[config.mk]
export PLATFORM = sky130hd
export DESIGN_NAME = buf0_rgb_unpack
export DESIGN_NICKNAME = d
export VERILOG_FILES = /design/src/rtl/buf0_rgb_unpack.sv
export SDC_FILE = /design/constraint.sdc
export NUM_CORES = 1
export LEC_CHECK = 0
export CAP_MARGIN = 10
export CORE_UTILIZATION = 53
export DETAILED_ROUTE_END_ITERATION = 10
export GPL_ROUTABILITY_DRIVEN = 0
export GPL_TIMING_DRIVEN = 1
export MAX_ROUTING_LAYER = met4
export PLACE_DENSITY = 0.84
export SLEW_MARGIN = 25
export SYNTH_ARGS = -nofsm -noshare
export SYNTH_HDL_FRONTEND = slang
export SYNTH_SLANG_ARGS = --single-unit
export TNS_END_PERCENT = 10
[constraint.sdc]
create_clock -name clk -period 3.4 [get_ports clk]
set_input_delay 0.68 -clock clk [delete_from_list [all_inputs] [get_ports clk]]
set_output_delay 0.68 -clock clk [all_outputs]
set_load 0.01 [all_outputs]
[src/rtl/buf0_rgb_unpack.sv]
// buf0_rgb_unpack: drains Buffer0 bytes, steers them into R/G/B and emits one 24-bit pixel per three bytes.
module buf0_rgb_unpack #(
    parameter int DW = 8,
    parameter int CW = 16
) (
    input  logic          clk,
    input  logic          rst_n,
    input  logic [DW-1:0] buf_data,
    input  logic          buf_valid,
    output logic          buf_ready,
    input  logic          resync,
    output logic [DW-1:0] pix_r,
    output logic [DW-1:0] pix_g,
    output logic [DW-1:0] pix_b,
    output logic          pix_valid,
    input  logic          pix_ready,
    output logic          sel_r,
    output logic          sel_g,
    output logic          sel_b,
    output logic [CW-1:0] pix_count
);
    typedef enum logic [2:0] {S_R = 3'b001, S_G = 3'b010, S_B = 3'b100} state_t;

    state_t        state;
    logic [DW-1:0] r_hold, g_hold;
    logic          accept, deliver;

    // One-hot state encoding doubles as the registered channel selects.
    assign {sel_b, sel_g, sel_r} = state;
    assign buf_ready = (state != S_B) || !pix_valid || pix_ready;
    assign accept    = buf_valid && buf_ready;
    assign deliver   = pix_valid && pix_ready;

    always_ff @(posedge clk or negedge rst_n) begin
        if (!rst_n) begin
            state     <= S_R;
            r_hold    <= '0;
            g_hold    <= '0;
            pix_r     <= '0;
            pix_g     <= '0;
            pix_b     <= '0;
            pix_valid <= 1'b0;
            pix_count <= '0;
        end else begin
            if (resync) begin
                g_hold <= '0;
                r_hold <= accept ? buf_data : '0;
                state  <= accept ? S_G : S_R;
            end else if (accept) begin
                case (state)
                    S_R: begin
                        r_hold <= buf_data;
                        state  <= S_G;
                    end
                    S_G: begin
                        g_hold <= buf_data;
                        state  <= S_B;
                    end
                    default: state <= S_R;
                endcase
            end
            // A B byte landing on a delivering cycle refills the output register in place.
            if (accept && state == S_B && !resync) begin
                pix_r     <= r_hold;
                pix_g     <= g_hold;
                pix_b     <= buf_data;
                pix_valid <= 1'b1;
            end else if (deliver) begin
                pix_valid <= 1'b0;
            end
            if (deliver) pix_count <= pix_count + CW'(1);
        end
    end
endmodule

# ---- After elaboration in Yosys (flattened, before gate mapping)
# Index checks and enable logic that the tools add are counted.
dict set report totals {
  ff_bits 60
  input_bits 13
}
dict set report op_classes {
  addsub 1
  n_eq_ne 4
  muxes 13
  n_reduce_logical 14
}
# cell n
set ops {}
lappend ops {{$mux 8} 7}
lappend ops {{$add 16x1->16 const B} 1}
lappend ops {{$reduce_bool 2->1} 4}
lappend ops {{$mux 3} 2}
lappend ops {{$pmux 3 s2} 1}
lappend ops {{$logic_and 1x1->1} 4}
lappend ops {{$reduce_and 2->1} 2}
lappend ops {{$eq 3x1->1 const B} 1}
lappend ops {{$eq 3x2->1 const B} 1}
lappend ops {{$eq 3x3->1 const B} 1}
lappend ops {{$ne 3x3->1 const B} 1}
lappend ops {{$logic_not 1->1} 2}
lappend ops {{$logic_or 1x1->1} 2}
lappend ops {{$mux 1} 2}
lappend ops {{$mux 2} 1}

# ---- Logic depth before layout (Yosys ltp)
# Gate-level depths: netlist (run 1).
dict set report depth {
  depth_word 7
  mapped_depth 5
  ltp_nobuf 5
}

# ---- Least setup slack after synthesis (run 1)
# Ideal clock, no wire load.
dict set report synth_timing {
  kind {input to output}
  from {in pix_ready}
  to {out buf_ready}
  t_arrival_ns 1.289
  t_required_ns 2.720
  path_slack_ns 1.431
  cell_stages 2
  cell_sequence {nand2b_4 > or3_2}
}
dict set report synth_between {
  elab_chain_cells 1
}
# element line_no
set synth_lines {}
lappend synth_lines {{start, declared} 16} ;# input logic pix_ready,
lappend synth_lines {{$logic_or 1x1->1} 30} ;# assign buf_ready = (state != S_B) || !pix_valid || pix_ready;
lappend synth_lines {{end, declared} 10} ;# output logic buf_ready,
# Every way passes these cells.

# ---- Worst setup path in the final report (run 1)
# Ends and elaborated chain as after synthesis.

==> parameters.txt, run 1 <==
Parameter                              Value

CTS
  Cell at the root of the clock tree    sky130_fd_sc_hd__clkbuf_8
  Sink count of the clock tree    60
  CTS Hold Buffers Added    0
  Post-cts resize count    0
  # H-tree levels    3
  Number of buffers added by the clock tree synthesis step    9
  Clock transition at the register clock pins on the worst setup and hold paths after CTS    around 60 ps
  Clock insertion delay at the later pin of the skew report    330 ps
  CTS tree    yes
  Number of buffers inserted to repair setup after CTS    0
  Number of buffers between clock root and the deepest sink    2

Synth
  Most common cell in the netlist    sky130_fd_sc_hd__dfrtp_1
  Cell types occupying the most area after synthesis    sky130_fd_sc_hd__dfrtp_1 59%, sky130_fd_sc_hd__mux2_4 11%, sky130_fd_sc_hd__a22o_1 5.6%, sky130_fd_sc_hd__xnor2_1 3.2%, sky130_fd_sc_hd__mux2_2 2.7%
  Synth Instances    between 150 and 200
  Cell area after synthesis    2490 sq um
  Mean post-synth cell area    roughly 15 sq um
  Most common flop cell mapped by yosys    sky130_fd_sc_hd__dfrtp_1
  Synthesis warning total    0
  Synth top cells by count    59 x sky130_fd_sc_hd__dfrtp_1, 19 x sky130_fd_sc_hd__mux2_4, 16 x sky130_fd_sc_hd__a22o_1
  Synth top area share    59.3%
  Share of synthesized flip-flops with an asynchronous set or reset    100%
  Post-synthesis sequential element count    60
  Post-synthesis cell type with the largest combined area    sky130_fd_sc_hd__dfrtp_1
  Number of distinct library cell variants in the gate-level netlist after synthesis    34
  Share of the yosys chip area belonging to registers    60.3%
  Synthesized Nets    ~180
  Count of flip-flops with a built-in enable after synthesis    0

Layout
  Antenna diode count    0
  Share of layout cells above drive strength 1    about a fifth
  Area growth syn-to-layout    32.0%
  Layout filler cell count    303
  Number of nets in the final layout    roughly 250

Setup path
  Arrival time at the worst endpoint    between 2000 and 2500 ps
  Required time at the worst-slack endpoint    ~2700 ps
  Endpoint class of the critical path    output pin
  Slowest Stage Delay on Critical Path    ~490 ps
  Critical path launch point type    input port
  Dominant delay contributor by cell family on the critical path    buffers and inverters
  Worst setup path class    input port to output pin
  Library cell contributing the largest single delay on the critical path    sky130_fd_sc_hd__clkdlybuf4s50_1
  Series of cell instances along the critical path    clkdlybuf4s50_1 > nand2b_4 > or3_2 > clkdlybuf4s50_1
  Critical path's most frequent cell    sky130_fd_sc_hd__clkdlybuf4s50_1
  Worst path bufs/invs    2
  Crit path max fanout    4

Timing
  TNS Setup    0 ps
  Relative slew slack    45.8%
  Period Utilization, post-route    86.1%
  Transition time of the tightest slew-check pin    802 ps
  Final Max Tran Viols    0
  Hold Vio Cnt, Final    0
  Setup repair after global routing missed its margin    false
  Crit path setup slack, layout    about 470 ps
  F_max    ~340 MHz
  Worst clock skew    between 3 and 4 ps
  Final setup viols    0
  Min Clock Period, post-route    roughly 2900 ps

Global route
  Number of global-route vias before repair    around 1600
  Largest net degree at the start of global routing    28
  Antenna violations before repair    0
  Sum of overflow across all layers after global routing    0
  Total Routing Usage GR    between 20% and 30%
  First-pass GRT wire length    around 8 mm

Pwr
  Internal Dissipation    approximately 1.3 mW
  Static leakage    1.60 nW
  Power consumption    roughly 1.6 mW
  Power share of the clock group    about 40%
  Portion of total power attributed to combinational logic    between 10% and 20%
  Peak ir drop on the vdd network    332 uV
  Sequential cell fraction of total power    between 40% and 50%
  Psw    0.361 mW
  PD cells    around 490 nW/um^2
  Sw frac    around 22%

Floorplanning
  Die Outline Area    about 5000 sq um
  Num ports    58
  Placeable core region    roughly 4400 sq um
  Vertical extent of the die    70.6 um
  Chip Width    a little over 70 um
  Std cell rows    24
  Starting Density    roughly 56%

Detailed routing
  Length of the first detailed-routing pass in iterations    7
  Routed vias    about 1600
  Total Wirelength    4.69 mm
  Drc violations    10
  Detail-routed via count per cell    approximately 5.4
  Wirelength per Cell    16.2 um
  Initial drt markers    62
  Count of antenna-violating nets left after detailed routing    0

Place
  Count of input and output buffers    57
  DP Worst Slack    462 ps
  Final HPWL DP    3.27 mm

Run status
  Outcome    finished, violations left
  Violated checks    design-rule violations

Hold path
  Worst hold path class    input port to asynchronous set/reset pin

Run
  Max-capacitance violation count    0
## final timing paths
| kind | from | to | slack, ps | cells after the start |
|---|---|---|---|---|
| max | pix_ready | buf_ready | 470 | 4 |
| min | rst_n | pix_count[6] | 350 | 1 |
| max reg2reg | state[0] | pix_g[7] | 1510 | 3 |
| min reg2reg | pix_count[15] | pix_count[15] | 470 | 1 |
| max in group asynchronous | rst_n | pix_b[2] | 2370 | 2 |
| min in group clk | pix_count[15] | pix_count[15] | 470 | 1 |
## flip-flops by register name (all words and copies together) (netlist names)
register / count
pix_count: 16
g_hold: 8
pix_b: 8
pix_g: 8
pix_r: 8
r_hold: 8
state: 3
pix_valid: 1
## per-stage QoR
step	util, %	instances	hold WS, ps	instance area (sq um)
after detailed placement	69.5	275	466	3090
after global routing	74.0	290	391	3290
after global placement	69.5	275	459	3090
after floorplan	-	168	384	2490
after CTS	74.0	290	359	3290
final	74.0	290	354	3290
## worst reg2reg max path: cells and delay by family, from the launching register on
kind	cells	cell delay, ps
and+or+nand+nor	1	480
DFF	1	610
AOI/OAI and AO/OA	1	190
muxes	1	490
## routing by layer
metal	global-route usage, %	wire length [um]	vias up
met5	-	0	-
met4	8.00	52	0
met3	6.84	297	6
met2	31.5	2170	59
met1	29.0	2170	777
li1	-	-	735
## power by group through the flow
stage / sequential, mW / clock [mW] / combinational [mW]
3_5_place_dp: 0.801 / 0 / 0.180
5_1_grt: 0.795 / 0.697 / 0.192
3_3_place_gp: 0.800 / 0 / 0.175
2_1_floorplan: 0.809 / 0 / 0.0664
6_report: 0.790 / 0.650 / 0.178
4_1_cts: 0.791 / 0.662 / 0.181
## logic make-up (layout without fill, tap and decap cells)
logic type	Yosys count	count (layout)	share of synthesized area, %
AO/OA/AOI/OAI	22	22	7.68
XOR/XNOR	15	15	5.27
adder cells (fa/ha/maj)	1	1	0.502
buffers and inverters	8	78	2.61
flip-flops	60	60	60.3
multiplexers	25	25	14.2
AND/OR/NAND/NOR	37	37	9.44
## cells in the final DEF, fill, tap and decap left out, types with 2 or more instances in the layout
| cell type | instances |
|---|---|
| sky130_fd_sc_hd__nor2_1 | 5 |
| sky130_fd_sc_hd__xnor2_1 | 9 |
| sky130_fd_sc_hd__clkbuf_1 | 2 |
| sky130_fd_sc_hd__nand2_1 | 8 |
| sky130_fd_sc_hd__nor3_1 | 4 |
| sky130_fd_sc_hd__dfrtp_1 | 59 |
| sky130_fd_sc_hd__and3_1 | 4 |
| sky130_fd_sc_hd__mux2_2 | 6 |
| sky130_fd_sc_hd__buf_4 | 2 |
| sky130_fd_sc_hd__clkbuf_8 | 12 |
| sky130_fd_sc_hd__xor2_1 | 6 |
| sky130_fd_sc_hd__mux2_4 | 19 |
| sky130_fd_sc_hd__inv_1 | 4 |
| sky130_fd_sc_hd__a22o_1 | 16 |
| sky130_fd_sc_hd__clkdlybuf4s50_1 | 56 |
| sky130_fd_sc_hd__nand3_1 | 5 |
## layout make-up
type                    instances  area, sq um  area share [%]
flip-flops and latches         60         1500            45.7
repair buffers                 59          581            17.6
clock inverters                 1         30.0           0.913
well taps                      52         65.1            1.98
multi-input cells             100          923            28.1
inverters                       4         15.0           0.456
clock buffers                  14          173            5.25
Power figures use the tool's default switching activity.
==> run 2: changes to the inputs <==
--- a/config.mk
+++ b/config.mk
@@ -6,6 +6,7 @@
 export NUM_CORES = 1
 export LEC_CHECK = 0
 export CAP_MARGIN = 10
+export CORE_MARGIN = 2
 export CORE_UTILIZATION = 53
 export DETAILED_ROUTE_END_ITERATION = 10
 export GPL_ROUTABILITY_DRIVEN = 0
==> parameters.txt, run 2 (synthesized netlist as in run 1, its figures left out) <==
Parameter                              Value

Pwr
  Power share of the clock group    36.1% (was 40.2%)
  Portion of total power attributed to combinational logic    11.7% (was 11.0%)
  Sw frac    23.4% (was 22.3%)
  Psw    0.355 mW (was 0.361 mW)
  Static leakage    1.59 nW (was 1.60 nW)
  Internal Dissipation    1.16 mW (was 1.26 mW)
  PD cells    465 nW/um^2 (was 492 nW/um^2)
  Peak ir drop on the vdd network    348 uV (was 332 uV)
  Sequential cell fraction of total power    52.1% (was 48.8%)

Setup path
  Endpoint class of the critical path    output pin (unchanged)
  Worst setup path class    input port to output pin (unchanged)
  Critical path launch point type    input port (unchanged)
  Required time at the worst-slack endpoint    2720 ps (about the same)
  Crit path max fanout    4 (unchanged)
  Arrival time at the worst endpoint    2250 ps (about the same)

Floorplanning
  Num ports    58 (unchanged)
  Die Outline Area    5260 sq um (was 4980 sq um)
  Starting Density    56.1% (unchanged)
  Placeable core region    4440 sq um (unchanged)
  Vertical extent of the die    72.6 um (was 70.6 um)
  Std cell rows    24 (unchanged)
  Chip Width    72.6 um (was 70.6 um)

Run status
  Outcome    finished clean (was finished, violations left)

Global route
  Sum of overflow across all layers after global routing    0 (unchanged)
  Number of global-route vias before repair    1597 (was 1588)
  Total Routing Usage GR    20.7% (was 21.7%)
  Largest net degree at the start of global routing    51 (was 28)
  Antenna violations before repair    0 (unchanged)
  First-pass GRT wire length    7.82 mm (was 7.80 mm)

Timing
  Min Clock Period, post-route    2930 ps (about the same)
  Hold Vio Cnt, Final    0 (unchanged)
  F_max    342 MHz (was 341 MHz)
  Period Utilization, post-route    86.1% (about the same)
  Setup repair after global routing missed its margin    false (unchanged)
  TNS Setup    0 ps (unchanged)
  Worst clock skew    6.87 ps (was 3.05 ps)
  Final Max Tran Viols    0 (unchanged)
  Transition time of the tightest slew-check pin    837 ps (was 802 ps)
  Relative slew slack    43.5% (was 45.8%)
  Post-Route Hold Slack    365 ps (was 354 ps)
  Final setup viols    0 (unchanged)

Layout
  Commonest cells after routing, fill and taps aside    59 x sky130_fd_sc_hd__dfrtp_1, 56 x sky130_fd_sc_hd__clkdlybuf4s50_1, 19 x sky130_fd_sc_hd__mux2_4 (unchanged)
  Area growth syn-to-layout    30.8% (was 32.0%)
  Number of nets in the final layout    248 (unchanged)
  Layout filler cell count    310 (was 303)
  Largest register by flop count    pix_count (unchanged)
  Share of layout cells above drive strength 1    20.6% (unchanged)
  Number of standard cells in the final layout excluding fillers    290 (unchanged)
  Flip-flop count of the largest register after layout    16 (unchanged)
  Antenna diode count    0 (unchanged)
  Sequential cell area    1500 sq um (unchanged)
  Most frequent standard cell in the layout excluding fill and tap cells    sky130_fd_sc_hd__dfrtp_1 (unchanged)
  Final core area utilization    73.3% (was 74.0%)
  Area occupied by multi-input gates    923 sq um (unchanged)

Place
  Count of input and output buffers    57 (unchanged)
  Instance count after placement with tap cells included    275 (unchanged)
  Final HPWL DP    3.25 mm (was 3.27 mm)

Detailed routing
  Initial drt markers    58 (was 62)
  Routed vias    1564 (was 1577)
  Total Wirelength    4.65 mm (was 4.69 mm)
  Length of the first detailed-routing pass in iterations    4 (was 7)
  Count of antenna-violating nets left after detailed routing    0 (unchanged)
  Detail-routed via count per cell    5.39 (was 5.44)
  Drc violations    0 (was 10)
  Wirelength per Cell    16.0 um (was 16.2 um)

CTS
  CTS tree    yes (unchanged)
  # H-tree levels    3 (unchanged)
  CTS Hold Buffers Added    0 (unchanged)
  Number of buffers between clock root and the deepest sink    2 (unchanged)
  Clock insertion delay at the later pin of the skew report    330 ps (about the same)
  Cell at the root of the clock tree    sky130_fd_sc_hd__clkbuf_8 (unchanged)
  Clock transition at the register clock pins on the worst setup and hold paths after CTS    60 ps (about the same)
  Number of buffers inserted to repair setup after CTS    0 (unchanged)
  Number of buffers added by the clock tree synthesis step    9 (unchanged)
  Post-cts resize count    0 (unchanged)
  Sink count of the clock tree    60 (unchanged)

Hold path
  Worst hold path class    input port to asynchronous set/reset pin (unchanged)

Run
  Max-capacitance violation count    0 (unchanged)
## run 2: cell count changes in the layout (fill, tap and decap cells not counted), sizes merged
cell,change
clkbuf,-1
bufinv,-1
clkinv,+2
## run 2: layout make-up
cell class | instances | area share [%]
clock buffers | 13 | 4.88
inverters | 4 | 0.461
flip-flops and latches | 60 | 46.1
multi-input cells | 100 | 28.3
repair buffers | 59 | 17.9
clock inverters | 2 | 0.307
well taps | 52 | 2.00
## run 2: layer usage
layer	routed length, um	part of all wire [%]	track usage (%)	vias up
li1	-	-	-	728
met1	2120	46	26.3	771
met2	2200	47	30.4	59
met3	269	5.8	8.06	6
met4	64	1.4	7.41	0
met5	0	0	-	-
## run 2: power groups by stage
stage / combinational (mW) / sequential, mW / clock (mW)
6_report: 0.178 / 0.790 / 0.547
5_1_grt: 0.194 / 0.795 / 0.591
4_1_cts: 0.181 / 0.790 / 0.558
3_5_place_dp: 0.180 / 0.801 / 0
3_3_place_gp: 0.176 / 0.800 / 0
2_1_floorplan: 0.0664 / 0.809 / 0
## run 2: final timing paths
kind | end | slack (ps) | cells after the start | start
hold / removal | g_hold[3] | 370 | 1 | rst_n
setup reg to reg | pix_g[5] | 1500 | 3 | state[0]
hold reg to reg | pix_count[15] | 470 | 1 | pix_count[15]
max in group asynchronous | r_hold[3] | 2500 | 2 | rst_n
min in group clk | pix_count[15] | 470 | 1 | pix_count[15]
setup / recovery | buf_ready | 470 | 4 | pix_ready
## run 2: through the flow
step                      total power, mW  setup WS, ps  cell area, sq um
after floorplan                     0.875          1430              2490
after global placement              0.975           489              3090
after detailed placement            0.982           471              3090
after CTS                            1.53           465              3260
after global routing                 1.58           436              3260
final                                1.52           474              3260
## run 2: worst max-delay path, stage by stage
cell and delay (ps):
sky130_fd_sc_hd__clkdlybuf4s50_1 460, sky130_fd_sc_hd__nand2b_4 180, sky130_fd_sc_hd__or3_2 440, sky130_fd_sc_hd__clkdlybuf4s50_1 480
